==> config.mk <==
export PLATFORM = sky130hd
export DESIGN_NAME = program_memory_flat
export DESIGN_NICKNAME = d
export VERILOG_FILES = /design/src/rtl/program_memory_if.sv /design/src/rtl/program_memory.sv /design/src/flat_wrapper.sv
export SDC_FILE = /design/constraint.sdc
export NUM_CORES = 2
export LEC_CHECK = 0
export ABC_AREA = 1
export CAP_MARGIN = 20
export CORE_MARGIN = 5
export CORE_UTILIZATION = 55
export CTS_CLUSTER_DIAMETER = 30
export DETAILED_ROUTE_END_ITERATION = 8
export PLACE_DENSITY = 0.71
export SYNTH_ARGS = -nofsm -noshare
export SYNTH_HDL_FRONTEND = slang
export SYNTH_SLANG_ARGS = --single-unit
==> constraint.sdc <==
create_clock -name clk -period 6.6 [get_ports clk]
set_clock_uncertainty 0.1 [all_clocks]
set_input_delay 0.99 -clock clk [delete_from_list [all_inputs] [get_ports clk]]
set_output_delay 0.99 -clock clk [all_outputs]
set_load 0.01 [all_outputs]
==> src/rtl/program_memory_if.sv <==
// ---------------------------------------------------------------------------
// program_memory_if
//
// Bundles the CPU read/write port, the host program-loader stream and the
// hold/done status lines of program_memory.
//
// Signals (direction as seen by the memory, i.e. the slave modport):
//   rd_en      in   CPU read request
//   rd_addr    in   CPU read address
//   rd_data    out  registered read data (1-cycle latency)
//   wr_en      in   CPU write request
//   wr_addr    in   CPU write address
//   wr_data    in   CPU write data, only looked at while wr_en=1
//   load_start in   host pulse: begin a program load at address 0
//   load_valid in   host byte valid
//   load_data  in   host byte
//   load_last  in   marks the final byte of a load (with load_valid)
//   load_ready out  loader accepts a byte this cycle
//   cpu_hold   out  keeps the execution unit in reset
//   load_done  out  one-cycle pulse when a load completes
//
// Modports: master = CPU/host side, slave = memory side.
// ---------------------------------------------------------------------------
interface program_memory_if #(
  parameter int ADDR_BITS = 8,
  parameter int DATA_BITS = 8
);
  logic                 rd_en;
  logic [ADDR_BITS-1:0] rd_addr;
  logic [DATA_BITS-1:0] rd_data;
  logic                 wr_en;
  logic [ADDR_BITS-1:0] wr_addr;
  logic [DATA_BITS-1:0] wr_data;
  logic                 load_start;
  logic                 load_valid;
  logic [DATA_BITS-1:0] load_data;
  logic                 load_last;
  logic                 load_ready;
  logic                 cpu_hold;
  logic                 load_done;

  modport master (
    output rd_en, rd_addr, wr_en, wr_addr, wr_data,
    output load_start, load_valid, load_data, load_last,
    input  rd_data, load_ready, cpu_hold, load_done
  );

  modport slave (
    input  rd_en, rd_addr, wr_en, wr_addr, wr_data,
    input  load_start, load_valid, load_data, load_last,
    output rd_data, load_ready, cpu_hold, load_done
  );
endinterface

==> src/rtl/program_memory.sv <==
// ---------------------------------------------------------------------------
// program_memory
//
// Byte-wide program/data memory for the execution unit. Serves a synchronous
// CPU read port (1-cycle latency, read-first on address collision) and a CPU
// write port, owns a host-facing program loader that streams bytes into the
// array from address 0 while the CPU is held, and drives cpu_hold, which the
// top level ORs into the execution unit's reset.
//
// Ports:
//   clk    in  clock
//   reset  in  asynchronous, active-high reset
//   bus    program_memory_if.slave: CPU port, loader stream, hold/done status
//
// Parameters:
//   ADDR_BITS  address width, depth = 2**ADDR_BITS bytes
//   DATA_BITS  data width
//
// Build option:
//   PROGRAM_MEMORY_CLEAR_EN  when defined, the whole array is written with 0
//                            after every reset before the CPU is released
//                            (hold lasts 2**ADDR_BITS+1 cycles). When not
//                            defined, the array keeps its contents across
//                            reset and the CPU is released after 1 cycle.
//
// States: INIT -> (CLEAR ->) RUN <-> LOAD. The array itself is never reset;
// only the control registers and rd_data are.
// ---------------------------------------------------------------------------
module program_memory #(
  parameter int ADDR_BITS = 8,
  parameter int DATA_BITS = 8
) (
  input  logic             clk,
  input  logic             reset,
  program_memory_if.slave  bus
);

  localparam int DEPTH = 2 ** ADDR_BITS;
  localparam logic [ADDR_BITS-1:0] LAST_ADDR = '1;

  typedef enum logic [1:0] {
    INIT  = 2'd0,
`ifdef PROGRAM_MEMORY_CLEAR_EN
    CLEAR = 2'd1,
`endif
    RUN   = 2'd2,
    LOAD  = 2'd3
  } state_e;

  // Storage array: no reset, written from a single port shared by the CPU,
  // the loader and the clear sweep (only one of them is active per state).
  logic [DATA_BITS-1:0] mem_q [DEPTH];

  state_e               state_q,      state_d;
  logic [ADDR_BITS-1:0] ptr_q,        ptr_d;
  logic [DATA_BITS-1:0] rd_data_q,    rd_data_d;
  logic                 cpu_hold_q,   cpu_hold_d;
  logic                 load_ready_q, load_ready_d;
  logic                 load_done_q,  load_done_d;

  logic                 mem_we;
  logic [ADDR_BITS-1:0] mem_waddr;
  logic [DATA_BITS-1:0] mem_wdata;
  logic                 load_accept;

  // The registered ready already encodes "in LOAD"; qualifying with the
  // state as well keeps a stray ready from ever writing outside LOAD.
  assign load_accept = (state_q == LOAD) && load_ready_q && bus.load_valid;

  always_comb begin
    state_d     = state_q;
    ptr_d       = ptr_q;
    rd_data_d   = rd_data_q;
    load_done_d = 1'b0;
    mem_we      = 1'b0;
    mem_waddr   = ptr_q;
    mem_wdata   = '0;

    case (state_q)
      INIT: begin
`ifdef PROGRAM_MEMORY_CLEAR_EN
        state_d = CLEAR;
        ptr_d   = '0;
`else
        state_d = RUN;
`endif
      end

`ifdef PROGRAM_MEMORY_CLEAR_EN
      CLEAR: begin
        // One byte per cycle; the pointer wraps back to 0 on the last one.
        mem_we    = 1'b1;
        mem_waddr = ptr_q;
        mem_wdata = '0;
        ptr_d     = ptr_q + 1'b1;
        if (ptr_q == LAST_ADDR) begin
          state_d = RUN;
        end
      end
`endif

      RUN: begin
        // Read samples the array before this edge's write lands, so an
        // address collision returns the old byte.
        if (bus.rd_en) begin
          rd_data_d = mem_q[bus.rd_addr];
        end
        // wr_data may float when wr_en is low, so it is only muxed in here.
        if (bus.wr_en) begin
          mem_we    = 1'b1;
          mem_waddr = bus.wr_addr;
          mem_wdata = bus.wr_data;
        end
        // The CPU access in the load_start cycle is still served above.
        if (bus.load_start) begin
          state_d = LOAD;
          ptr_d   = '0;
        end
      end

      LOAD: begin
        // CPU port and load_start are ignored; rd_data holds.
        if (load_accept) begin
          mem_we    = 1'b1;
          mem_waddr = ptr_q;
          mem_wdata = bus.load_data;
          ptr_d     = ptr_q + 1'b1;
          // A full-array load ends on its own even without load_last.
          if (bus.load_last || (ptr_q == LAST_ADDR)) begin
            state_d     = RUN;
            load_done_d = 1'b1;
          end
        end
      end

      default: begin
        state_d = INIT;
      end
    endcase

    // Status outputs are registered from the next state so they line up
    // with the state they describe.
    cpu_hold_d   = (state_d != RUN);
    load_ready_d = (state_d == LOAD);
  end

  always_ff @(posedge clk or posedge reset) begin
    if (reset) begin
      state_q      <= INIT;
      ptr_q        <= '0;
      rd_data_q    <= '0;
      cpu_hold_q   <= 1'b1;
      load_ready_q <= 1'b0;
      load_done_q  <= 1'b0;
    end else begin
      state_q      <= state_d;
      ptr_q        <= ptr_d;
      rd_data_q    <= rd_data_d;
      cpu_hold_q   <= cpu_hold_d;
      load_ready_q <= load_ready_d;
      load_done_q  <= load_done_d;
    end
  end

  always_ff @(posedge clk) begin
    if (mem_we) begin
      mem_q[mem_waddr] <= mem_wdata;
    end
  end

  assign bus.rd_data    = rd_data_q;
  assign bus.cpu_hold   = cpu_hold_q;
  assign bus.load_ready = load_ready_q;
  assign bus.load_done  = load_done_q;

endmodule

==> src/flat_wrapper.sv <==
// flat-port wrapper written by rule: the top's interface ports become plain ports
module program_memory_flat 
#(
  parameter int ADDR_BITS = 8,
  parameter int DATA_BITS = 8
)
  (clk, reset, bus_rd_en, bus_rd_addr, bus_wr_en, bus_wr_addr, bus_wr_data, bus_load_start, bus_load_valid, bus_load_data, bus_load_last, bus_rd_data, bus_load_ready, bus_cpu_hold, bus_load_done);
  program_memory_if #(.ADDR_BITS(ADDR_BITS), .DATA_BITS(DATA_BITS)) bus_i ();
  input  logic clk;
  input  logic reset;
  input wire logic [$bits(bus_i.rd_en)-1:0] bus_rd_en;
  input wire logic [$bits(bus_i.rd_addr)-1:0] bus_rd_addr;
  input wire logic [$bits(bus_i.wr_en)-1:0] bus_wr_en;
  input wire logic [$bits(bus_i.wr_addr)-1:0] bus_wr_addr;
  input wire logic [$bits(bus_i.wr_data)-1:0] bus_wr_data;
  input wire logic [$bits(bus_i.load_start)-1:0] bus_load_start;
  input wire logic [$bits(bus_i.load_valid)-1:0] bus_load_valid;
  input wire logic [$bits(bus_i.load_data)-1:0] bus_load_data;
  input wire logic [$bits(bus_i.load_last)-1:0] bus_load_last;
  output wire logic [$bits(bus_i.rd_data)-1:0] bus_rd_data;
  output wire logic [$bits(bus_i.load_ready)-1:0] bus_load_ready;
  output wire logic [$bits(bus_i.cpu_hold)-1:0] bus_cpu_hold;
  output wire logic [$bits(bus_i.load_done)-1:0] bus_load_done;
  assign bus_i.rd_en = bus_rd_en;
  assign bus_i.rd_addr = bus_rd_addr;
  assign bus_i.wr_en = bus_wr_en;
  assign bus_i.wr_addr = bus_wr_addr;
  assign bus_i.wr_data = bus_wr_data;
  assign bus_i.load_start = bus_load_start;
  assign bus_i.load_valid = bus_load_valid;
  assign bus_i.load_data = bus_load_data;
  assign bus_i.load_last = bus_load_last;
  assign bus_rd_data = bus_i.rd_data;
  assign bus_load_ready = bus_i.load_ready;
  assign bus_cpu_hold = bus_i.cpu_hold;
  assign bus_load_done = bus_i.load_done;
  program_memory #(.ADDR_BITS(ADDR_BITS), .DATA_BITS(DATA_BITS)) u_core (.clk(clk), .reset(reset), .bus(bus_i));
endmodule
# Word-level counts from Yosys, hierarchy flattened
# Memory sizes are Yosys's and may differ from the RTL's. A register that Yosys moved wholly into a read port is not among the register bits.
# Index checks and enable logic that the tools add are counted.
# classes
add_sub_neg,1
n_eq_ne,7
n_mux,20
reduce_logical,7
# ops
operator,count
8-bit two-way mux,6
8-bit case mux with 2 select lines,2
"8-bit by 1-bit adder with 8-bit output, second input constant",1
"8-bit == test, second input constant",1
1-bit two-way mux,7
"2-bit == test, second input constant",3
2-bit two-way mux,3
2-bit case mux with 3 select lines,1
"2-bit inequality test, second input constant",2
3-bit AND reduction,1
1-bit logical AND,2
2-bit zero test,1
"2-bit by 1-bit inequality test with 1-bit output, second input constant",1
1-bit case mux with 2 select lines,1
2-bit AND reduction,1
2-bit nonzero test,1
1-bit logical OR,1
# word_totals
ff_bits,13
mem_bits_rw,2048
input_bits,39
out_inout_bits,11
elab_cells,41
memories,1
# mem_list
name,depth,word_bits,read_ports,rd_ports_with_merged_regs,write_ports,line_no,rtl
u_core.mem_q,256,8,1,1,1,program_memory.sv:52,logic [DATA_BITS-1:0] mem_q [DEPTH];

# Logic depth before layout (Yosys ltp)
# depth
ltp_word,7
mapped_depth,15
depth_no_buf,12

# Worst setup path before layout
# OpenSTA, ideal clock, no wires.
# synth_timing
path_kind,input port to flip-flop
start,input port bus_load_valid
end,memory u_core.mem_q[0][0] (data pin)
setup_time_ns,0.864
t_arrival_ns,4.516
required_ns,5.636
path_slack_ns,1.120
stages,3
path_buffers,0
cell_sequence,nand3_1 > inv_2 > a22o_1
# synth_between
elab_chain_cells,3
# synth_rtl
item,line_no,rtl
from (decl),flat_wrapper.sv:17,input wire logic [$bits(bus_i.load_valid)-1:0] bus_load_valid;
1-bit logical AND,program_memory.sv:68,assign load_accept = (state_q == LOAD) && load_ready_q && bus.load_valid;
8-bit two-way mux,program_memory.sv:123,if (load_accept) begin
8-bit case mux with 2 select lines,program_memory.sv:79,case (state_q)
named net u_core.mem_wdata[0],program_memory.sv:63,logic [DATA_BITS-1:0] mem_wdata;
to (decl),program_memory.sv:52,
# The timed path passes the listed nets, and every way through them passes these cells.

# Worst setup path in the final report
# layout_timing
start,register u_core.state_q[0]
end,memory u_core.mem_q[244][7] (enable)
# layout_between
elab_chain_cells,7
word_cells_on_any_way,9
cone_classes,eq/ne: 2; mux: 5; reduce/logical: 2
# layout_rtl
item,line_no,rtl
from (decl),program_memory.sv:54,"state_e state_q, state_d;"
from (signal assigned),program_memory.sv:156,state_q <= state_d;
2-bit == test,"program_memory.sv:68, program_memory.sv:79",
1-bit logical AND (2 in a row),program_memory.sv:68,
1-bit two-way mux,program_memory.sv:123,
1-bit case mux with 2 select lines,program_memory.sv:79,
1-bit two-way mux,program_memory.sv:166,if (mem_we) begin
1-bit two-way mux (implied by the code),program_memory.sv:167,mem_q[mem_waddr] <= mem_wdata;
# Several ways; a longest one is shown, not always the timed one.

==> metrics.sh <==
FP-ROW-COUNT=143
FILLCELLCOUNT=10600
TOTAL_POWER_mW=38.6
P_SEQ_SHARE_PCT=40.6
PATH_CELLS='nor2_2 > nand2_2 > nand2_1 > o21ai_2 > nor2_1 > nand2_1 > nor2_1'
SYNTH_COMMONEST_CELLS='2,114 x nand2_1, 2,048 x edfxtp_1, 2,043 x nand3_1'
SYNTH.YOSYS.SEQ_AREA_SHARE_PCT=73.9
HOLDPATHSTAGES=1
DIE_X_EXTENT_UM=401
FMAX_GHz=0.233
DEPTH_OF_THE_WORST_REGISTER_TO_REGISTER_PATH=7
CTS_HOLD_REPAIR.BUFFERS=0
TIMING.CRITICAL_PATH.FROM='u_core.state_q[0]'
VIAS=57500
CELLINTERNALPOWER_mW=29.2
POST-ROUTE-CELL-AREA_SQ_UM=98900
DRT-WIRELENGTH-PER-CELL_UM=23.8
ROUTED_WIRELENGTH_UM=225000
YOSYSMOSTFREQUENTCELL='nand2_1'
WORSTREG2REGSTART='u_core.state_q[0]'
MAX_CAP_VIOLATIONS=0
PERIOD_MINUS_SLACK_NS=4.29
TIMING_WORST_SETUP_PATH_TYPE='reg -> reg'
CLOCK-ROOT-BUFFER='clkbuf_16'
GLOBAL_ROUTE_WIRE_LENGTH_BEFORE_REPAIR_UM=337000
WORSTPATHREQUIRED_NS=7.03
INITIAL_ANTENNA_VIOLATION_COUNT=8
FINAL_CRITICAL_PATH_SETUP_SLACK_NS=2.31
SYNTH_LARGEST_AREA_CELL='edfxtp_1'
TOTALNEGATIVESETUPSLACK_NS=0
NUM-NETS-FINAL=7172
WEIGHTED_CONGESTION_AT_THE_END_OF_ROUTABILITY_DRIVEN_GLOBAL_PLACEMENT=0.886
CRIT_BUF_INV=0
DP.FINAL_HPWL_UM=120000
POST_SYNTH_INSTANCE_AREA_SQ_UM=83900
CTS.SINK_COUNT=2069
SYNTH_ASYNC_SR_FLOP_SHARE_PCT=1.01
CP-START-KIND='register'
SYN_NETS=7142
AREA_DELTA_SYNTH_FINAL_PCT=17.9
LEAKAGE_POWER_TOTAL_nW=35.3
CTS_MAX_PATH_BUFFERS=4
WORST-SLEW-PIN-TRANSITION_NS=1.14
YS.FLOP_TYPE='edfxtp_1'
MULTI_INPUT_COMB_AREA_SQ_UM=19600
FINAL_WORST_PATH_PERIOD_SHARE_PCT=65.0
DIE_AREA_SQ_UM=160000
CTS-BUFFERS-INSERTED=384
SHARE_CLK_OF_TOTAL_POWER_PCT=50.3
GRT_SETUP_UNREPAIRED='no'
DRIVE_ABOVE_1_SHARE_PCT=9.73
CTS.REPAIR_TIMING.SETUP_BUFFER_COUNT=0
GLOBALROUTEOVERFLOWTOTAL=0
CTS.CLK_SLEW.WORST_PATHS_NS=0.05
TRACK_USAGE_PCT=27.5
SWITCHING_POWER_mW=9.46
FINALSETUPVIOLCOUNT=0
SYNTHCELLS=7102
BUFFERS_ADDED_ON_PORTS=49
END_KIND='register'
POSTCTSRESIZEDCELLS=0
DETAIL_ROUTE.DRC_VIOLATIONS=0
CRITICAL_PATH.MAX_STAGE_DELAY_NS=0.84
HOLD_CLASS='reg -> reg'
YOSYSWARNINGCOUNT=0
WORST-PATH-MAX-FANOUT=16
TIMING.CRITICAL_PATH.SLOWEST_STAGE_CELL='nand2_1'
CORE-AREA_SQ_UM=152000
SYNTH_TOP_AREA_SHARE_PCT=73.3
STATUS='completed'
CRITICAL_PATH_CELL_COUNT=7
YS_TOP_CELLS_BY_AREA='edfxtp_1 73%, nand3_1 12%, nand2_1 9.5%, nor2_1 1.3%, buf_2 1.2%'
CTS_TREE='yes'
DRTPASS1ITERATIONS=6
VDD.IR_DROP.WORST_uV=293
POWER.SWITCHING_FRACTION_PCT=24.5
DRT-VIAS-PER-INSTANCE=6.08
DRT-INITIAL-DRC-COUNT=8315
WORST_EP_ARRIVAL_TIME_NS=4.72
GRT_PASS1_VIAS=55700
POWER.DENSITY_CELL_AREA_nW_PER_UM2=391
REPORT.FINAL.SLEW_VIOL_COUNT=0
FINAL_ANTENNA_NET_COUNT=0
IOPINCOUNT=50
HOLD_WC_STARTPOINT='u_core.state_q[0]'
HOLD_VIOLATIONS=0
FP.DIEH_UM=401
INITIAL_CORE_UTILIZATION_PCT=55.3
GRT_START_MAX_NET_PINS=190
SYNTH-EDFF-COUNT=2048
SHARE_COMB_OF_TOTAL_POWER_PCT=9.1
AREA.SEQUENTIAL_SQ_UM=62000
PLACE_WORST_SETUP_SLACK_NS=1.79
WORST_PATH_DOMINANT_CELL_FAMILY='simple AND/OR/NAND/NOR gates'
CLK_LATENCY_NS=0.93
YOSYSUNIQUECELLTYPES=26
H-TREE-DEPTH=5
MAXSLEWHEADROOM_PCT=24.0
POSTSYNTHREGISTERBITS=2069
PLACE_AREA_SQ_UM=85900
SYN_AVG_CELL_AREA_SQ_UM=11.8
## registers in the layout (all words and copies together), names as in the netlist
register,count
u_core.bus.cpu_hold,1
u_core.bus.load_done,1
u_core.bus.load_ready,1
u_core.bus.rd_data,8
u_core.mem_q,2048
u_core.ptr_q,8
u_core.state_q,2
## cells in the final DEF, fill, tap and decap left out, types with 2 or more instances in the layout
master / Yosys / layout
clkdlybuf4s50_1: 0 / 43
o21ai_0: 9 / 9
nand3_1: 2043 / 2043
clkinvlp_4: 0 / 51
inv_1: 52 / 50
nor2_1: 288 / 288
clkbuf_16: 0 / 391
o21ai_2: 5 / 5
buf_8: 0 / 3
clkbuf_1: 200 / 35
buf_2: 202 / 2
inv_2: 6 / 4
buf_4: 6 / 46
diode_2: 0 / 4
nor2_2: 6 / 6
clkinv_2: 0 / 47
inv_6: 0 / 28
dfrtp_1: 20 / 20
a22o_4: 0 / 8
nor4_1: 2 / 2
edfxtp_1: 2048 / 2048
a21oi_1: 4 / 4
a31oi_1: 2 / 2
inv_8: 0 / 6
nor3_1: 5 / 5
bufinv_16: 0 / 55
clkinv_8: 0 / 2
buf_12: 0 / 32
clkinv_4: 0 / 30
nand2_1: 2114 / 2114
clkinv_1: 0 / 46
## stage by stage
step | cells | utilization [%] | hold slack, ns
detailed placement | 8776 | 56.6 | 0.393
CTS | 9464 | 65.2 | 0.366
global placement | 8775 | 56.6 | 0.382
global route | 9466 | 65.2 | 0.428
floorplan | 7102 | - | 0.369
finish | 9468 | 65.2 | 0.405
## final timing paths
check,end,slack (ns)
min in group asynchronous,u_core.ptr_q[1],0.41
max in group asynchronous,u_core.bus.rd_data[1],5.46
setup / recovery,u_core.mem_q[244][7],2.31
setup reg to reg,u_core.mem_q[244][7],2.31
hold / removal,u_core.state_q[1],0.40
hold reg to reg,u_core.state_q[1],0.40
## routing by layer
metal	vias to the layer above	part of all wire (%)	GRT usage (%)
met5	-	0.0040	0
met4	2	4.7	13.0
met3	655	11	6.53
met2	3617	46	42.4
met1	27800	38	37.3
li1	25500	-	-
## kinds of logic after synthesis
logic type	synth area share, %
AND/OR/NAND/NOR	23.1
flip-flops	73.9
buffers and inverters	2.75
AO/OA/AOI/OAI	0.228
adder cells (fa/ha/maj)	0.0149
## power by group through the flow
| stage | Combinational [mW] | Clock, mW | Sequential (mW) |
|---|---|---|---|
| floorplan | 1.71 | 0 | 16.1 |
| global placement | 3.40 | 0 | 15.9 |
| detailed placement | 3.44 | 0 | 15.9 |
| CTS | 3.47 | 19.5 | 15.7 |
| global route | 3.72 | 20.2 | 15.7 |
| finish | 3.52 | 19.4 | 15.7 |
## worst reg2reg max path, cell delays in order (launching register included)
cell	delay, ns
dfrtp_1	0.40
nor2_2	0.40
nand2_2	0.30
nand2_1	0.16
o21ai_2	0.09
nor2_1	0.82
nand2_1	0.84
nor2_1	0.82
## cell type report
class                   count  share of cell area, %
multi-input cells        4492                   19.9
clock inverters           262                   3.05
clock buffers             426                   10.0
inverters                  58                  0.245
diodes                      4                 0.0101
repair buffers            127                   1.52
flip-flops and latches   2069                   62.7
well taps                2030                   2.57
(Power assumes the default switching activity.)
